==> config.mk <==
export PLATFORM = sky130hd
export DESIGN_NAME = gemv_result_drain
export DESIGN_NICKNAME = d
export VERILOG_FILES = /design/src/rtl/gemv_pkg.sv /design/src/rtl/gemv_result_drain.sv
export SDC_FILE = /design/constraint.sdc
export NUM_CORES = 2
export LEC_CHECK = 0
export ABC_AREA = 1
export BUFFER_PORTS_ARGS = -buffer_cell sky130_fd_sc_hd__buf_2
export CAP_MARGIN = 0
export CORE_AREA = 10 10 414 416
export CTS_CLUSTER_DIAMETER = 40
export DETAILED_ROUTE_END_ITERATION = 8
export DIE_AREA = 0 0 424 426
export GPL_TIMING_DRIVEN = 1
export PLACE_DENSITY = 0.59
export SYNTH_ARGS = -nofsm -noshare
export SYNTH_HDL_FRONTEND = slang
export SYNTH_SLANG_ARGS = --single-unit
==> constraint.sdc <==
create_clock -name clk -period 67.5 [get_ports clk]
set_input_delay 3.375 -clock clk [delete_from_list [all_inputs] [get_ports clk]]
set_output_delay 3.375 -clock clk [all_outputs]
set_load 0.01 [all_outputs]
==> src/rtl/gemv_pkg.sv <==
// Shared GEMV definitions: default engine geometry and the result-drain
// state encoding. Imported by the GEMV engine and by gemv_result_drain.
package gemv_pkg;

    localparam int GEMV_DATA_WIDTH = 8;
    localparam int GEMV_ROWS       = 128;
    localparam int GEMV_LANES      = 4;

    typedef enum logic {
        IDLE   = 1'b0,
        STREAM = 1'b1
    } drain_state_t;

endpackage

==> src/rtl/gemv_result_drain.sv <==
// gemv_result_drain: captures the full GEMV result vector on done_in and
// streams it out as ROWS/LANES beats of LANES elements on a valid/ready port.
// A done_in that lands on the final-beat transfer chains the next vector with
// no idle cycle; any other done_in while busy is dropped and flagged.
// Optional macro GEMV_DRAIN_RELU_EN: negative elements are stored as zero at
// capture. Without it elements are stored bit-exact.
// ROWS must be a multiple of LANES.
module gemv_result_drain
    import gemv_pkg::*;
#(
    parameter int DATA_WIDTH = GEMV_DATA_WIDTH,
    parameter int ROWS       = GEMV_ROWS,
    parameter int LANES      = GEMV_LANES,
    localparam int NBEATS    = ROWS / LANES,
    localparam int BEAT_W    = (NBEATS > 1) ? $clog2(NBEATS) : 1
) (
    input  logic                        clk,
    input  logic                        rst,
    input  logic [ROWS*DATA_WIDTH-1:0]  y_in,
    input  logic                        done_in,
    output logic                        m_valid,
    input  logic                        m_ready,
    output logic [LANES*DATA_WIDTH-1:0] m_data,
    output logic                        m_last,
    output logic [BEAT_W-1:0]           m_index,
    output logic                        busy,
    input  logic                        ovr_clr,
    output logic                        overrun
);

    localparam int                BEAT_BITS = LANES * DATA_WIDTH;
    localparam logic [BEAT_W-1:0] LAST_BEAT = BEAT_W'(NBEATS - 1);

    // Buffer organised as one packed word per output beat; element i of the
    // flat y_in lands in beat i/LANES, lane i%LANES.
    typedef logic [NBEATS-1:0][BEAT_BITS-1:0] buffer_t;

    drain_state_t      state;
    buffer_t           buffer;
    logic [BEAT_W-1:0] beat;
    logic              valid_q;
    logic              busy_q;
    logic              overrun_q;

    logic              xfer;
    logic              final_xfer;
    logic              drop;

    function automatic buffer_t capture(input logic [ROWS*DATA_WIDTH-1:0] v);
        logic [ROWS*DATA_WIDTH-1:0] r;
        r = v;
`ifdef GEMV_DRAIN_RELU_EN
        for (int i = 0; i < ROWS; i++) begin
            if (v[i*DATA_WIDTH + DATA_WIDTH-1]) begin
                r[i*DATA_WIDTH +: DATA_WIDTH] = '0;
            end
        end
`endif
        return buffer_t'(r);
    endfunction

    assign xfer       = valid_q && m_ready;
    assign final_xfer = xfer && (beat == LAST_BEAT);
    // A done_in is only accepted from IDLE or on the final-beat transfer.
    assign drop       = (state == STREAM) && done_in && !final_xfer;

    // Drain FSM: capture, beat advance, and chained restart on final beat.
    always_ff @(posedge clk or posedge rst) begin
        if (rst) begin
            state   <= IDLE;
            buffer  <= '0;
            beat    <= '0;
            valid_q <= 1'b0;
            busy_q  <= 1'b0;
        end else begin
            case (state)
                IDLE: begin
                    if (done_in) begin
                        buffer  <= capture(y_in);
                        beat    <= '0;
                        valid_q <= 1'b1;
                        busy_q  <= 1'b1;
                        state   <= STREAM;
                    end
                end
                STREAM: begin
                    if (final_xfer) begin
                        beat <= '0;
                        if (done_in) begin
                            buffer <= capture(y_in);
                        end else begin
                            valid_q <= 1'b0;
                            busy_q  <= 1'b0;
                            state   <= IDLE;
                        end
                    end else if (xfer) begin
                        beat <= beat + BEAT_W'(1);
                    end
                end
                default: begin
                    state   <= IDLE;
                    valid_q <= 1'b0;
                    busy_q  <= 1'b0;
                end
            endcase
        end
    end

    // Sticky overrun flag; a new drop takes priority over a clear.
    always_ff @(posedge clk or posedge rst) begin
        if (rst) begin
            overrun_q <= 1'b0;
        end else if (drop) begin
            overrun_q <= 1'b1;
        end else if (ovr_clr) begin
            overrun_q <= 1'b0;
        end
    end

    // Output view is a pure function of registered state, never of m_ready.
    always_comb begin
        m_valid = valid_q;
        busy    = busy_q;
        overrun = overrun_q;
        m_index = beat;
        m_data  = buffer[beat];
        m_last  = valid_q && (beat == LAST_BEAT);
    end

endmodule

## Yosys cells after proc, flatten, opt, wreduce, memory -nomap -nowiden

Cells that the tools add are included.

- Flip-flop bits (word level): 1032
- Output and inout bits: 41
- Logic and storage cells: 71

- Add/subtract/negate cells: 1
- Order comparisons: 1
- Equality and inequality tests: 5
- Mux-type cells: 18
- Bitwise gates (word level): 1
- Reduce and logical (&&, ||, !) cells: 9

Operators by type and width:

| cell | number |
|---|---|
| $mux W1024 | 2 |
| $pmux W1024 S2 | 1 |
| $bmux W32 S5 | 1 |
| $mux W32 | 1 |
| $mux W5 | 3 |
| $pmux W5 S2 | 1 |
| $mux W1 | 7 |
| $lt A5 B6 Y1 const B | 1 |
| $add A5 B1 Y5 const B | 1 |
| $eq A5 B5 Y1 const B | 1 |
| $logic_and A1 B1 Y1 | 5 |
| $ne A2 B2 Y1 const B | 2 |
| $pmux W1 S2 | 2 |
| $ne A3 B1 Y1 const B | 1 |
| $reduce_and A3 Y1 | 1 |
| $ne A2 B1 Y1 const B | 1 |
| $reduce_and A2 Y1 | 1 |
| $reduce_bool A2 Y1 | 1 |
| $logic_not A1 Y1 | 1 |
| $not A1 Y1 | 1 |

## Depth between registers and ports, before layout

- Depth after elaboration: 5
- Gate-level depth with buffers: 14
- Mapped depth without buffers: 11

## Worst setup path after synthesis

No wires, ideal clock.

- Path type: flip-flop to output port
- From: register beat[0], in the netlist m_index[0]
- To: output m_data[22]
- Arrival: 1.469 ns
- Slack: 62.656 ns
- Stages on the path, launching flop included: 13
- Path through: dfrtp_1 buf_4 inv_2 buf_4 buf_6 buf_2 nand2_1 nand3_1 nand3_1 nand3_1 nand2_1 nand2_1 inv_1

- Cells in the longest elaborated chain, start to end: 2

Ends and longest elaborated chain:

| item | RTL line | text |
|---|---|---|
| start, declared | gemv_result_drain.sv:40 | `logic [BEAT_W-1:0] beat;` |
| start signal, assigned | gemv_result_drain.sv:97 | `beat <= beat + BEAT_W'(1);` |
| $bmux W32 S5 | gemv_result_drain.sv:126 | `m_data = buffer[beat];` |
| $mux W32 (implied by the code) | gemv_result_drain.sv:126 |  |
| end, declared | gemv_result_drain.sv:23 | `output logic [LANES*DATA_WIDTH-1:0] m_data,` |

Every way passes these cells. The select of a mux whose other input is x is not followed.

## Final worst setup path

- From: input m_ready
- To: register buffer[348] (netlist bit)

- Cells in the longest elaborated chain, start to end: 3

Ends and longest elaborated chain:

| item | RTL line | text |
|---|---|---|
| start, declared | gemv_result_drain.sv:22 | `input logic m_ready,` |
| $logic_and A1 B1 Y1 | gemv_result_drain.sv:62 | `assign xfer = valid_q && m_ready;` |
| $logic_and A1 B1 Y1 | gemv_result_drain.sv:63 | `assign final_xfer = xfer && (beat == LAST_BEAT);` |
| $ne A2 B1 Y1 (no line) | - |  |
| end signal, assigned | gemv_result_drain.sv:79 | `buffer <= capture(y_in);` |
| end signal, assigned | gemv_result_drain.sv:90 | `buffer <= capture(y_in);` |
| end, declared | gemv_result_drain.sv:39 | `buffer_t buffer;` |

Every way passes these cells.
A chain may end at the register's enable or synchronous reset.

==> metrics.cfg <==
[drt]
drt_iter0_drc=3658
vias=44456
wire_per_inst_um=23.5
drcViolationCount=0
totalWireLength_mm=217
drt-vias-per-instance=4.82
drt-pass1-iter-count=5
drtAntennaViolNets=0

[finish]
area_growth_syn_to_layout_pct=25.5
final_net_count=7890
multi_input_area_mm2=0.0193
regArea_mm2=0.0258
postLayoutCellArea_mm2=0.0625
drive_gt1_share_pct=20.7
fillers=16814

[timing]
rsz0062_at_grt=false
max_freq_mhz=110
hold_viol=0
worst_slew_pin_slew_ns=1.12
finalCriticalPeriod_ns=9.07
period_share_pct=13.4
relSlewSlack_pct=25.3
hold_ws_ns=0.488
maxSlewViolCount=0
tns_ns=0
skew_ns=0.0424
setup_viol=0

[logic_synthesis]
yosysWarnings=0
netlist_instances=5944
syn_avg_cell_area_um2=8.38
yosys.area.top_type_share_pct=51.8
ys_ff_latch=1032
ys_seq_area_share_pct=51.8
syn_nets=6976
synth.largest_area_cell=dfrtp_1
ys_top_cells_by_area=dfrtp_1 (52%), mux2_1 (9.2%), nand2_1 (8.9%), nor2_1 (7.0%), a21oi_1 (6.8%)
synth_area_mm2=0.0498
synth.distinct_cells=22

[placed_design]
hpwl_mm=164
finalWeightedCongestion=0.894
portBuffers=1069
place_area_mm2=0.0562

[die]
core_area_mm2=0.163
die_h_um=426
fp.dieArea_mm2=0.181
ios=1070
die_x_um=424
start_util_pct=30.6
fp-row-count=148

[critical_path]
r2r-start=m_index[1]
cp.arrival_ns=9.76
required_ns=68.19
critPathLaunchType=primary input
cpMaxStageDelayCell=buf_4
startpoint=m_ready
end_kind=register
crit_type=in2reg
crit_fanout=142
max_stage_delay_ns=0.88
crit_chain=buf_2, nand2_2, nand2_4, nand2_8, buf_4, buf_4, buf_4, buf_4, buf_4, buf_4, mux2_1
crit_path_frequent_cell=buf_4

[run]
maxCapViolations=0

[cts]
holdBufCountCts=0
cts_resized=0
path_clk_slew_ns=0.05
worstSkewPairLatency_ns=0.82
htreeDepth=4
ctsLongestPathBuffers=3
clock-root-buffer=clkbuf_16
tritoncts=yes
post-cts-setup-buffers=0
cts_buffers=176
clkSinkCount=1032

[power_and_ir_drop]
power_mw=3.28
cellPowerDensity_mw_per_mm2=52.5
ir_drop_uv=27.5
p_leak_nw=32.4

[hold_path]
hp-start=buffer[321]
min-delay-path-class=reg2reg

[status]
status=completed

[global_routing]
grt_pass1_vias=45586
overflow=0
grt_max_degree=169
grt_usage_pct=23.1
antenna_found_initial=52
grt_pass1_wl_mm=308

layer usage:
layer  share of wire (%)  vias to the layer above  global-route usage, %
li1                    -                    20715                      -
met2                  50                     1581                   39.2
met3                 5.5                      447                   4.37
met5               0.021                        -                      0
met4                 6.1                        8                   13.4
met1                  39                    21705                   27.3
placed cells by master, fill, tap and decap left out:
master / Yosys / final
nand2_1: 1178 / 1177
buf_2: 174 / 1069
dfrtp_1: 1032 / 1028
nor2_1: 923 / 923
a21oi_1: 681 / 681
inv_1: 658 / 654
nand3_1: 618 / 618
mux2_1: 409 / 409
clkbuf_16: 0 / 179
buf_4: 31 / 59
diode_2: 0 / 47
clkinv_2: 0 / 33
o21ai_0: 25 / 25
bufinv_16: 0 / 23
clkbuf_1: 110 / 23
inv_6: 0 / 19
clkbuf_8: 0 / 19
clkinvlp_4: 0 / 15
o211ai_1: 14 / 14
clkinv_4: 0 / 11
inv_8: 0 / 4
ha_1: 3 / 3
clkinv_8: 0 / 3
inv_16: 0 / 3
dfrtp_4: 0 / 3
inv_2: 3 / 2
nand2_4: 1 / 2
o21ai_1: 2 / 2
nand2_2: 1 / 1
nand2_8: 1 / 1
nor3_1: 1 / 1
nand4_1: 1 / 1
clkinv_16: 0 / 1
dfrtp_2: 0 / 1
buf_12: 0 / 1
area by class of cell:
class                           count  share of cell area [%]
Antenna cell                       47                   0.188
Clock buffer                      221                    7.72
Clock inverter                    107                    2.19
Inverter                          661                    4.01
Multi-Input combinational cell   3858                    30.9
Sequential cell                  1032                    41.3
Tap cell                         2175                    4.35
Timing Repair Buffer             1129                    9.30
synthesized netlist by cell type (all sizes together):
cell type,n
o211ai,14
ha,3
o21ai,27
clkbuf,110
mux2,409
nand2,1181
inv,661
a21oi,681
nand4,1
nand3,618
nor2,923
dfrtp,1032
buf,283
nor3,1
registers in the layout (all words and copies together), names as in the netlist:
register  count
state         1
busy          1
buffer     1024
overrun       1
m_index       5
cells by family after synthesis:
kind of cell | share of synthesized area, %
AOI/OAI and AO/OA | 7.32
adders and majority gates | 0.0754
buffers and inverters | 9.37
DFF | 51.8
muxes | 9.25
and+or+nand+nor | 22.1
final timing paths:
check | end | slack, ns | cells past startpoint
setup / recovery | buffer[348] | 58.43 | 11
hold / removal | buffer[321] | 0.49 | 1
setup reg to reg | buffer[348] | 59.57 | 16
hold reg to reg | buffer[321] | 0.49 | 1
max in group asynchronous | buffer[211] | 59.91 | 7
min in group asynchronous | buffer[981] | 2.78 | 2
report_power, final:
part           internal (mW)  leakage (nW)  switching [mW]
Sequential             0.927          11.6           0.131
Clock                  0.599          3.02           0.339
Combinational          0.389          17.7           0.895
worst max-delay path, delay by kind of cell:
| family | cells | cell delay, ns |
|---|---|---|
| AND/OR/NAND/NOR | 3 | 0.78 |
| buffers and inverters | 7 | 4.83 |
| multiplexers | 1 | 0.38 |
stage by stage:
| stage | setup slack [ns] | util (%) | cells |
|---|---|---|---|
| floorplan | 35.08 | - | 5944 |
| global placement | 57.69 | 34.6 | 8855 |
| detailed placement | 57.65 | 34.6 | 8855 |
| CTS | 58.53 | 38.4 | 9183 |
| global route | 58.00 | 38.4 | 9221 |
| finish | 58.43 | 38.5 | 9230 |
Note: power is estimated with default switching activity, not from simulation.
